===== config.mk =====
export PLATFORM = sky130hd
export DESIGN_NAME = seq_detector_param
export DESIGN_NICKNAME = d
export VERILOG_FILES = /design/src/rtl/seq_pkg.sv /design/src/rtl/seq_match_counter.sv /design/src/rtl/seq_detector_param.sv
export SDC_FILE = /design/constraint.sdc
export NUM_CORES = 1
export LEC_CHECK = 0
export ABC_AREA = 0
export CELL_PAD_IN_SITES_DETAIL_PLACEMENT = 1
export CELL_PAD_IN_SITES_GLOBAL_PLACEMENT = 1
export CORE_UTILIZATION = 41
export CTS_BUF_LIST = sky130_fd_sc_hd__clkbuf_8
export CTS_CLUSTER_DIAMETER = 40
export DETAILED_ROUTE_END_ITERATION = 8
export GPL_ROUTABILITY_DRIVEN = 0
export PLACE_DENSITY_LB_ADDON = 0.12
export SKIP_LAST_GASP = 1
export SLEW_MARGIN = 20
export SYNTH_ARGS = -nofsm -noshare
export SYNTH_HDL_FRONTEND = slang
export SYNTH_SLANG_ARGS = --single-unit

===== constraint.sdc =====
create_clock -name CLK -period 3.65 [get_ports CLK]
set_input_delay 0.365 -clock CLK [delete_from_list [all_inputs] [get_ports CLK]]
set_output_delay 0.365 -clock CLK [all_outputs]
set_load 0.01 [all_outputs]

===== src/rtl/seq_pkg.sv =====
// Shared helpers for the parametrised serial sequence detector:
// width derivation and the names of the two detection modes.
package seq_pkg;

    // Detection mode names for the OVERLAP parameter.
    localparam logic MODE_OVERLAP = 1'b1;
    localparam logic MODE_RESTART = 1'b0;

    // Ceiling log2, usable in constant expressions (clog2(1) = 0).
    function automatic int clog2(input int value);
        int result;
        int v;
        result = 0;
        v      = value - 1;
        while (v > 0) begin
            result = result + 1;
            v      = v >> 1;
        end
        return result;
    endfunction

    // The state holds a matched-prefix length 0..n, so it needs n+1 codes.
    function automatic int state_width(input int n);
        return clog2(n + 1);
    endfunction

endpackage


===== src/rtl/seq_match_counter.sv =====
// Saturating match counter: counts inc pulses, sticks at all-ones,
// clr wins over a simultaneous inc, RESET wins over everything.
module seq_match_counter #(
    parameter int CNT_W = 8
) (
    input  logic             CLK,
    input  logic             RESET,
    input  logic             inc,
    input  logic             clr,
    output logic [CNT_W-1:0] count
);

    logic [CNT_W-1:0] count_q;
    logic [CNT_W-1:0] count_d;

    // Next count: clear first, then saturating increment, else hold.
    always_comb begin
        count_d = count_q;
        if (clr) begin
            count_d = '0;
        end else if (inc && (count_q != {CNT_W{1'b1}})) begin
            count_d = count_q + 1'b1;
        end
    end

    // Count register with synchronous reset.
    always_ff @(posedge CLK) begin
        if (RESET) begin
            count_q <= '0;
        end else begin
            count_q <= count_d;
        end
    end

    assign count = count_q;

endmodule


===== src/rtl/seq_detector_param.sv =====
// Parametrised serial sequence detector. S is the length of the longest
// pattern prefix that ends at the most recent accepted bit; F flags S==N.
// en is a plain sample qualifier: every enabled edge consumes x, there is
// no ready/backpressure path, and en=0 freezes state, history and count.
module seq_detector_param
    import seq_pkg::*;
#(
    parameter int             N       = 4,
    parameter logic [N-1:0]   PATTERN = 4'b1101,
    parameter int             OVERLAP = 1,
    parameter int             CNT_W   = 8,
    localparam int            SW      = state_width(N)
) (
    input  logic             CLK,
    input  logic             RESET,
    input  logic             x,
    input  logic             en,
    input  logic             cnt_clr,
    output logic             F,
    output logic [SW-1:0]    S,
    output logic [CNT_W-1:0] match_cnt
);

    // Parameter legality is checked while elaborating.
    generate
        if (N < 2 || N > 16) begin : g_bad_n
            $error("seq_detector_param: N=%0d outside legal range 2..16", N);
        end
        if (OVERLAP != int'(MODE_OVERLAP) && OVERLAP != int'(MODE_RESTART)) begin : g_bad_mode
            $error("seq_detector_param: OVERLAP=%0d must be 0 or 1", OVERLAP);
        end
    endgenerate

    // Named state codes: empty prefix, one bit matched, full match.
    localparam logic [SW-1:0] S_IDLE = '0;
    localparam logic [SW-1:0] S_ONE  = SW'(1);
    localparam logic [SW-1:0] S_FULL = SW'(N);

    localparam bit RESTART_MODE = (OVERLAP == int'(MODE_RESTART));

    logic [SW-1:0] s_q;
    logic [SW-1:0] s_d;
    logic [N-2:0]  hist_q;
    logic [N-2:0]  hist_d;
    logic [N-1:0]  cand;
    logic          match_inc;

    // Longest k <= min(s+1, N) whose last k candidate bits equal the first
    // k pattern bits. cand[0] is the newest bit, so the candidate suffix of
    // length k sits in cand[k-1:0] and the pattern prefix is PATTERN >> (N-k).
    function automatic logic [SW-1:0] kmp_next(input logic [SW-1:0] s,
                                               input logic [N-1:0]  c);
        int            limit;
        logic          found;
        logic [SW-1:0] result;
        logic [31:0]   mask32;
        logic [N-1:0]  mask;
        logic [N-1:0]  prefix;
        limit  = int'(s) + 1;
        if (limit > N) begin
            limit = N;
        end
        found  = 1'b0;
        result = S_IDLE;
        for (int k = N; k >= 1; k--) begin
            mask32 = (32'd1 << k) - 32'd1;
            mask   = mask32[N-1:0];
            prefix = PATTERN >> (N - k);
            if (!found && (k <= limit) && ((c & mask) == prefix)) begin
                found  = 1'b1;
                result = SW'(k);
            end
        end
        return result;
    endfunction

    // Next state and history; in restart mode a full match forgets history.
    always_comb begin
        cand   = {hist_q, x};
        s_d    = s_q;
        hist_d = hist_q;
        if (en) begin
            hist_d = cand[N-2:0];
            if (RESTART_MODE && (s_q == S_FULL)) begin
                s_d = (x == PATTERN[N-1]) ? S_ONE : S_IDLE;
            end else begin
                s_d = kmp_next(s_q, cand);
            end
        end
    end

    // A match is counted on the enabled edge that lands in the full state.
    always_comb begin
        match_inc = en && (s_d == S_FULL);
    end

    // State and history registers with synchronous reset.
    always_ff @(posedge CLK) begin
        if (RESET) begin
            s_q    <= S_IDLE;
            hist_q <= '0;
        end else begin
            s_q    <= s_d;
            hist_q <= hist_d;
        end
    end

    seq_match_counter #(
        .CNT_W (CNT_W)
    ) u_match_counter (
        .CLK   (CLK),
        .RESET (RESET),
        .inc   (match_inc),
        .clr   (cnt_clr),
        .count (match_cnt)
    );

    assign S = s_q;
    assign F = (s_q == S_FULL);

    // The matched-prefix length can never run past the pattern length.
    a_state_bound: assert property (@(posedge CLK) disable iff (RESET) s_q <= S_FULL);

endmodule


==> summary.txt, run 1 <==
Status
  – Outcome: finished clean

Setup path
  – Crit path max fanout: 8
  – Setup crit start: S[0]
  – Critical Path Start Type: register
  – Crit end category: register
  – CP Class: register to register
  – R2R cell count: 5
  – Reg2reg end: u_match_counter.count[4]
  – Arrival @ worst endpoint: 2390 ps
  – Crit Reg-Reg Startpoint: S[0]
  – Critical path required time: 3770 ps
  – Register-to-register setup slack: 1380 ps
  – Worst setup path end: u_match_counter.count[4]

Clock tree
  – CTS root buffer: clkbuf_8
  – Worst-Skew Late Latency: 240 ps
  – # clock sinks: 14
  – Setup Buffers After CTS: 0
  – Max clock buf depth: 2
  – Clock buffer count from CTS: 3
  – CTS tree: done
  – Hold Buf Count CTS: 0
  – Clock transition at path regs: 60 ps
  – H-Tree Depth: 1
  – PostCTS Resize Cnt: 0

Cells and area
  – Antenna diodes: 0
  – Layout net count: 121
  – Footprint of the multi-input gates: 489 um2
  – FF/Latch Area: 280 um2
  – # fillers: 225
  – Share of cells above drive strength 1: 6.31%
  – Layout Utilization: 56.9%
  – Area Growth Syn to Fin: 25.8%

GRT
  – GRT busiest layer: met1
  – Number of global-route vias before repair: 724
  – Initial antenna violation count: 0
  – Overflow left after global routing: 0
  – Met2 Use GR: 30.8%
  – Largest net degree at the start of global routing: 13
  – Met1 Use GR: 36.5%
  – M3 GR Usage: 5.49%
  – Global-route wire length before repair: 3560 um
  – Total track usage: 23.6%

Synth
  – Number of flops mapped to enable cells by yosys: 0
  – Syn Area/Cell: 8.48 um2
  – Mapped cell area: 815 um2
  – Top-area cell type share of the netlist area: 34.4%
  – Post-synth ARST share: 0%
  – Post-synth top flop: dfxtp_1
  – Seq/Total Area, Yosys: 34.4%
  – Dominant cell type by area after synthesis: dfxtp_1
  – #FFs+latches synth: 14
  – Post-Syn Instances: 96
  – Count leader, synth: dfxtp_1
  – Synth top cells by count: 14 x dfxtp_1, 7 x a21oi_1
  – Largest cells by area after synthesis: dfxtp_1 34%, mux2i_1 7.4%, ha_1 4.6%, a21oi_1 4.3%, o31ai_1 3.7%
  – Syn_nets: 104
  – Netlist cell types: 33
  – Synth warn: 0

Floorplanning
  – Die Height: 46.6 um
  – Initial core utilization: 45.2%
  – Number of top-level pins: 17
  – Site Rows: 15
  – Die area: 2170 um2
  – Die Wd: 46.6 um
  – Core Box Area: 1800 um2

Timing
  – F_max: 440 MHz
  – Clock skew: 1.70 ps
  – Fin. max-slew vios: 0
  – Final Hold Fails: 0
  – Slew @ Worst Pin: 768 ps
  – Final setup fails: 0
  – RSZ-0062 raised after global routing: false
  – Final worst path period share: 62.3%
  – Slew margin rel.: 47.5%
  – Fin crit period: 2270 ps
  – Setup tns final: 0 ps

Detailed routing
  – Post-route ant nets: 0
  – Vias per std cell: 5.76
  – Routed len/inst: 15.3 um
  – Total Wirelength: 2090 um
  – First drt pass iteration count: 4
  – Initial DRC Count: 24
  – DRC: 0
  – Vias: 783

Job
  – Max Cap Viol: 0

Power
  – Power Dens Cells: 304 nW/um2
  – P_leak: 0.351 nW
  – Power Total: 0.000312 W
  – VDD IR max: 0.204 mV

Place
  – Post-DP HPWL: 1500 um
  – PortBufs: 16

Hold path
  – Hold WC Path Type: register to register
-- power by group --
group          switching, W  internal (W)
combinational     0.0000130     0.0000128
sequential       0.00000385      0.000155
clock             0.0000544     0.0000729
total             0.0000712      0.000241
-- state kept, by name, indices dropped and copies added (netlist names) --
register and flops:
hist_q 3, S 3, u_match_counter.count 8
-- cells in the final DEF (no fill, tap or decap), drive strengths merged, types with 3 or more instances in the layout --
cell type      count
a21oi              7
and2               3
clkbuf             3
clkdlybuf4s50     16
dfxtp             14
ha                 3
inv                6
mux2i              6
nand2              7
nand3              3
nand4              4
nor2               6
nor4               3
o31ai              4
or3                4
or4                3
-- layout make-up --
type	count	area share (%)
multi-input combinational	72	47.7
inverter	6	2.20
tap	25	3.05
clock buffer	3	4.03
timing repair buffer	16	15.6
sequential	14	27.4
-- cells by family after synthesis --
logic type / after synthesis / synth area share [%]
mux: 6 / 7.37
simple gates: 42 / 29.0
buf+inv: 10 / 5.53
compound gates: 21 / 19.0
flops: 14 / 34.4
fa+ha+maj: 3 / 4.61
-- stage by stage --
| stage | hold slack (ps) | cells | setup WS [ps] | cell area, um2 |
|---|---|---|---|---|
| 2_1_floorplan | 482 | 96 | 1630 | 815 |
| 3_3_place_gp | 485 | 133 | 1300 | 983 |
| 3_5_place_dp | 502 | 133 | 1280 | 983 |
| 4_1_cts | 516 | 136 | 1350 | 1020 |
| 5_1_grt | 543 | 136 | 1140 | 1020 |
| 6_report | 513 | 136 | 1380 | 1020 |
-- routing by layer --
| metal | routed length, um | vias up |
|---|---|---|
| li1 | - | 393 |
| met1 | 1090 | 370 |
| met2 | 898 | 16 |
| met3 | 70 | 4 |
| met4 | 27 | 0 |
| met5 | 0 | - |
-- worst min-delay path by stage --
stage          cells after the start                      from  slack, ps                  endpoint
2_1_floorplan                      2                 hist_q[2]        480                 hist_q[2]
3_3_place_gp                       2  u_match_counter.count[7]        480  u_match_counter.count[7]
3_5_place_dp                       1  u_match_counter.count[4]        500  u_match_counter.count[4]
4_1_cts                            2  u_match_counter.count[3]        520  u_match_counter.count[3]
5_1_grt                            2  u_match_counter.count[7]        540  u_match_counter.count[7]
6_report                           2  u_match_counter.count[3]        510  u_match_counter.count[3]
-- worst max-delay path, stage by stage, from the launching register on --
cell and delay [ps]:
dfxtp_1 390, ha_1 260, and2_1 210, a2111oi_0 680
nand2_1 180, o41ai_1 420
No activity file was read; power rests on OpenSTA's default activity.
==> run 2, diff against run 1 <==
--- a/config.mk
+++ b/config.mk
@@ -8,7 +8,7 @@
 export ABC_AREA = 0
 export CELL_PAD_IN_SITES_DETAIL_PLACEMENT = 1
 export CELL_PAD_IN_SITES_GLOBAL_PLACEMENT = 1
-export CORE_UTILIZATION = 41
+export CORE_UTILIZATION = 34
 export CTS_BUF_LIST = sky130_fd_sc_hd__clkbuf_8
 export CTS_CLUSTER_DIAMETER = 40
 export DETAILED_ROUTE_END_ITERATION = 8
==> constraint.sdc (replaced) <==
create_clock -name CLK -period 2.06 [get_ports CLK]
set_input_delay 0.206 -clock CLK [delete_from_list [all_inputs] [get_ports CLK]]
set_output_delay 0.206 -clock CLK [all_outputs]
set_load 0.01 [all_outputs]
==> run 2 against run 1 <==
Sequential power rose by 75%. Design area rose by 9.5%. Global-route usage fell by 4.0 points. Die area rose by 20%. Via count rose by 8.6%. Sequential cell count did not move. Count of clock-buffer cells in the layout rose by 1. Clock skew barely moved. Register-to-register slack got worse by 1400 ps. Combinational power rose by 120%.
==> summary.txt, run 2 (same netlist as run 1, synthesis figures left out) <==
Detailed routing
  – Initial DRC Count: 11 (-54%)
  – First drt pass iteration count: 4 (unchanged)
  – Total Wirelength: 2350 um (+13%)
  – Routed len/inst: 15.9 um (+3.4%)
  – Vias: 850 (+8.6%)
  – DRC: 0 (unchanged)
  – Vias per std cell: 5.74 (-0.25%)
  – Post-route ant nets: 0 (unchanged)

GRT
  – Number of global-route vias before repair: 828 (+14%)
  – Initial antenna violation count: 0 (unchanged)
  – Total track usage: 19.6% (-4.0 points)
  – Global-route wire length before repair: 3770 um (+5.8%)
  – Overflow left after global routing: 0 (unchanged)
  – Largest net degree at the start of global routing: 13 (unchanged)

Timing
  – Slew @ Worst Pin: 494 ps (-273 ps)
  – Final worst path period share: 99.6% (+37 points)
  – Final setup fails: 0 (unchanged)
  – Fin crit period: 2050 ps (-224 ps)
  – Slew margin rel.: 66.7% (+19 points)
  – F_max: 488 MHz (+11%)
  – Final Hold Fails: 0 (unchanged)
  – Hold slack: 508 ps (-5.63 ps)
  – Clock skew: 2.09 ps (+0.387 ps)
  – Fin. max-slew vios: 0 (unchanged)
  – RSZ-0062 raised after global routing: true

Cells and area
  – Area Growth Syn to Fin: 37.8%
  – Most common cell after layout, fill and taps aside: clkdlybuf4s50_1
  – Share of cells above drive strength 1: 15.8% (+9.5 points)
  – Most frequent cells in the layout: 16 x clkdlybuf4s50_1, 14 x dfxtp_1, 7 x buf_4
  – Largest register FFs: 8 (unchanged)
  – Antenna diodes: 0 (unchanged)
  – Layout Utilization: 50.3% (-6.6 points)
  – Layout net count: 129 (+6.6%)
  – # fillers: 270 (+20%)

Place
  – PortBufs: 16 (unchanged)
  – Post-DP HPWL: 1590 um (+6.3%)

Clock tree
  – Hold Buf Count CTS: 0 (unchanged)
  – # clock sinks: 14 (unchanged)
  – CTS root buffer: clkbuf_8
  – CTS tree: done
  – Max clock buf depth: 2 (unchanged)
  – Clock buffer count from CTS: 3 (unchanged)
  – H-Tree Depth: 1 (unchanged)
  – Clock transition at path regs: 60 ps (about the same)
  – Worst-Skew Late Latency: 250 ps (about the same)

Setup path
  – Critical Path Start Type: register
  – Crit path max fanout: 6 (-2)
  – Crit end category: register
  – Critical path required time: 2240 ps (-1530 ps)
  – Arrival @ worst endpoint: 2230 ps (-160 ps)
  – Register-to-register setup slack: 9 ps (-1370 ps)
  – Setup crit start: S[0]
  – Slowest cell on crit path: nor4_1
  – CP Class: register to register
  – Crit Reg-Reg Startpoint: S[0]
  – CP bufs+invs: 0 (unchanged)
  – Critical Path Max Stage Delay: 520 ps (-160 ps)
  – Top delay family on crit path: simple AND/OR/NAND/NOR gates
  – Crit-path cells: ha_1 > and2_4 > a2111o_1 > nor4_1 > mux2i_1

Floorplanning
  – Initial core utilization: 36.5% (-8.7 points)
  – Die Wd: 50.9 um (+9.4%)
  – Site Rows: 17 (+2)
  – Core Box Area: 2230 um2 (+24%)
  – Number of top-level pins: 17 (unchanged)
  – Die area: 2600 um2 (+20%)
  – Die Height: 50.9 um (+9.4%)

Power
  – Clock power frac: 45.5% (+4.7 points)
  – Power Dens Cells: 549 nW/um2 (+80%)
  – P_leak: 0.398 nW (+13%)
  – Power Total: 0.000616 W (+98%)
  – Sequential Power Share: 45.3% (-5.6 points)
  – Internal power: 0.000472 W (+96%)
  – Combinational share of power: 9.1% (+0.8 points)
  – Sw frac: 23.3% (+0.50 points)
  – Switching power: 0.000144 W (+100%)
  – VDD IR max: 0.381 mV (+87%)

Status
  – Outcome: finished clean

Hold path
  – Hold WC Path Type: register to register
  – Hold_sp: u_match_counter.count[4]

Job
  – Max Cap Viol: 0 (unchanged)
## run 2: cell count changes in the layout (fill, tap and decap cells not counted), sizes merged
cell    delta
buf        +7
clkbuf     +1
a2111o     +1
## run 2: area by class of cell
| class | instances | area (um2) | area share (%) |
|---|---|---|---|
| Timing Repair Buffer | 23 | 213 | 19.0 |
| Inverter | 6 | 22.5 | 2.01 |
| Sequential cell | 14 | 280 | 25.0 |
| Tap cell | 28 | 35.0 | 3.12 |
| Clock buffer | 4 | 55.1 | 4.91 |
| Multi-Input combinational cell | 73 | 517 | 46.0 |
## run 2: stage by stage
step	std cells	area [um2]	TNS [ps]	worst slack, ps
6_report	148	1120	0	8.89
2_1_floorplan	96	815	0	44.5
5_1_grt	148	1120	-59.0	-36.0
3_3_place_gp	143	1040	0	63.3
4_1_cts	147	1090	0	24.6
3_5_place_dp	143	1040	-11.5	-11.5
## run 2: repair_timing
item                                    in CTS  in global routing
setup buffers                                0                  0
resized for setup                            0                  4
endpoints found under the setup margin       0                  6
## run 2: per-layer routing
| metal | share of wire (%) | vias up | track usage (%) |
|---|---|---|---|
| met4 | 1.6 | 0 | 9.72 |
| met3 | 2.4 | 5 | 2.68 |
| li1 | - | 414 | - |
| met5 | 0 | - | 0 |
| met2 | 48 | 14 | 30.9 |
| met1 | 48 | 417 | 25.9 |
## run 2: path summary, 6_finish.rpt
| check | endpoint | cells past startpoint |
|---|---|---|
| max reg2reg | u_match_counter.count[7] | 5 |
| min | u_match_counter.count[4] | 1 |
| min reg2reg | u_match_counter.count[4] | 1 |
| max | u_match_counter.count[7] | 5 |
## run 2: power groups by stage
stage | Combinational, W | Clock [W] | Sequential (W)
global route | 0.0000628 | 0.000295 | 0.000280
detailed placement | 0.0000557 | 0 | 0.000285
finish | 0.0000562 | 0.000281 | 0.000279
CTS | 0.0000560 | 0.000286 | 0.000279
floorplan | 0.0000271 | 0 | 0.000286
global placement | 0.0000543 | 0 | 0.000284
==> run 3, diff against run 2 <==
--- a/config.mk
+++ b/config.mk
@@ -19,3 +19,4 @@
 export SYNTH_ARGS = -nofsm -noshare
 export SYNTH_HDL_FRONTEND = slang
 export SYNTH_SLANG_ARGS = --single-unit
+export TNS_END_PERCENT = 100
==> results of run 3 <==
No change in the layout: final DEF, timing and power equal those of run 2.
==> variant (flow settings as in run 2) <==
`CNT_W` is set to 8 in 2 places; all go to 6.
--- a/src/rtl/seq_match_counter.sv
+++ b/src/rtl/seq_match_counter.sv
@@ -2,5 +2,5 @@
 // clr wins over a simultaneous inc, RESET wins over everything.
 module seq_match_counter #(
-    parameter int CNT_W = 8
+    parameter int CNT_W = 6
 ) (
     input  logic             CLK,
--- a/src/rtl/seq_detector_param.sv
+++ b/src/rtl/seq_detector_param.sv
@@ -9,5 +9,5 @@
     parameter logic [N-1:0]   PATTERN = 4'b1101,
     parameter int             OVERLAP = 1,
-    parameter int             CNT_W   = 8,
+    parameter int             CNT_W   = 6,
     localparam int            SW      = state_width(N)
 ) (
Interface: changed (resized match_cnt); port bits go from 17 to 15. No check against the original RTL was run, so the function may have changed too.
==> variant against run 2 <==
Utilization up 0.19 points. Area after synthesis fell by 10%. Total power decreased by 10%. Setup slack better by 0.12 ns. Sequential share of layout area is 1.2 points lower. Sequential cell count shrank 2. Clock skew is essentially flat. Final cell count fell by 4.1%. Routed wire length is 15% lower. Hold slack barely moved. Maximum frequency is 6.3% higher. Design area fell by 10%. Count of clock-buffer cells in the layout stayed put. Highest routed layer unchanged.
==> variant: results (changes against run 2) <==
{
  "worstPathMaxFanout": {"value": 7, "change": "+1"},
  "min_to": {"value": "hist_q[2]"},
  "num_vias": {"value": 749, "change": "-12%"},
  "count_of_filler_cells_inserted_in_the_layout": {"value": 261, "change": "-3.3%"},
  "cp.arrival": {"value": 2.07, "unit": "ns", "change": "-0.16 ns"},
  "post-place-cells": {"value": 138, "change": "-3.5%"},
  "ys_top_cells_by_area": {"value": "dfxtp_1 (33%), mux2i_1 (8.2%), nand2_1 (7.7%), ha_1 (5.1%), nor2_1 (4.1%)"},
  "grt.total_usage": {"value": 0.203, "change": "+0.00731"},
  "ir_drop": {"value": 338, "unit": "uV", "change": "-11%"},
  "min_path_cells": {"value": 2, "change": "+1"},
  "number_of_flip_flops_in_the_largest_register": {"value": 6, "change": "-2"},
  "post_synthesis_cell_count": {"value": 93, "change": "-3.1%"},
  "grt_first_pass_wirelength": {"value": 3.55, "unit": "mm", "change": "-5.9%"},
  "io_buffer_count": {"value": 14, "change": "-2"},
  "cts.htree.levels": {"value": 1, "change": "unchanged"},
  "wire_per_inst": {"value": 14.1, "unit": "um", "change": "-11%"},
  "place.detailed.hpwl": {"value": 1.51, "unit": "mm", "change": "-4.9%"},
  "critical_path.reg2reg.endpoint": {"value": "u_match_counter.count[4]"},
  "layout-drive-gt1-share": {"value": 0.113, "change": "-0.0453"},
  "holdCritStartpoint": {"value": "hist_q[2]"},
  "ff2ff_setup_slack": {"value": 0.13, "unit": "ns", "change": "+0.12 ns"},
  "yosysWarnings": {"value": 0, "change": "unchanged"},
  "postRouteWirelength": {"value": 2.00, "unit": "mm", "change": "-15%"},
  "power.static_leakage": {"value": 0.362, "unit": "nW", "change": "-9.0%"},
  "grt_start_max_net_pins": {"value": 11, "change": "-2"},
  "final.hold.worst_slack": {"value": 0.508, "unit": "ns", "change": "+0.00000400 ns"},
  "design.final.nets": {"value": 124, "change": "-3.9%"},
  "synth_sequential_area_ratio": {"value": 0.328, "change": "-0.0159"},
  "initialDrtViolationCount": {"value": 8, "change": "-3"},
  "synthDistinctLibCells": {"value": 30, "change": "-9.1%"},
  "crit_slowest_cell": {"value": "or4_1"},
  "mappedNetlistNets": {"value": 101, "change": "-2.9%"},
  "grt_pass1_vias": {"value": 776, "change": "-6.3%"},
  "worst_clock_skew": {"value": 0.00232, "unit": "ns", "change": "+0.000229 ns"},
  "run_status": {"value": "complete, no violations"},
  "synth_top_cells_by_count": {"value": "nand2_1 (15), dfxtp_1 (12), nor2_1 (8)"}
}
variant: worst max-delay path by stage:
stage | cells past startpoint | end | slack [ns]
after floorplan | 5 | u_match_counter.count[4] | 0.18
after global placement | 6 | u_match_counter.count[1] | 0.08
after detailed placement | 6 | u_match_counter.count[0] | 0.04
after CTS | 6 | u_match_counter.count[1] | 0.11
after global routing | 5 | u_match_counter.count[2] | 0.04
final | 5 | u_match_counter.count[4] | 0.13
variant: kinds of logic (layout without fill, tap and decap cells):
logic type / after synthesis / after routing / share of synthesized area
AND/OR/NAND/NOR: 42 / 42 / 0.285
flip-flops: 12 / 12 / 0.328
buffers and inverters: 10 / 32 / 0.0530
adder cells (fa/ha/maj): 3 / 3 / 0.0513
multiplexers: 6 / 6 / 0.0821
AO/OA/AOI/OAI: 20 / 20 / 0.200
variant: power by group:
group	leakage, nW	switching, mW	internal [mW]
Combinational	0.236	0.0253	0.0238
Sequential	0.0970	0.00471	0.236
Clock	0.0288	0.0938	0.169
variant: final cells by class:
| type | count | share of cell area |
|---|---|---|
| Clock buffer | 4 | 0.0545 |
| Inverter | 7 | 0.0260 |
| Multi-Input combinational cell | 71 | 0.457 |
| Sequential cell | 12 | 0.238 |
| Tap cell | 27 | 0.0335 |
| Timing Repair Buffer | 21 | 0.191 |
variant: worst min-delay path: stages, from the launching register on:
cell and delay [ns]:
dfxtp_1 0.33, mux2i_1 0.07, nor2_1 0.07
variant: through the flow:
stage / setup WS (ns) / util / total power, mW / instance area [um2]
2_1_floorplan: 0.179 / - / 0.269 / 732
3_3_place_gp: 0.0797 / 0.473 / 0.293 / 946
3_5_place_dp: 0.0369 / 0.473 / 0.294 / 946
4_1_cts: 0.110 / 0.500 / 0.564 / 1000
5_1_grt: 0.0440 / 0.504 / 0.580 / 1010
6_report: 0.130 / 0.504 / 0.552 / 1010
variant: what timing repair did:
action                                 in CTS  in global routing
setup endpoints to repair                   0                  1
gates resized for setup                     0                  1
endpoints found under the hold margin       0                  0
variant: metal layers:
metal | track usage | up-vias | wire, um
met5 | 0 | - | 0
met4 | 0.103 | 0 | 40
met3 | 0.0660 | 5 | 90
met2 | 0.322 | 15 | 886
met1 | 0.247 | 347 | 984
li1 | - | 382 | -
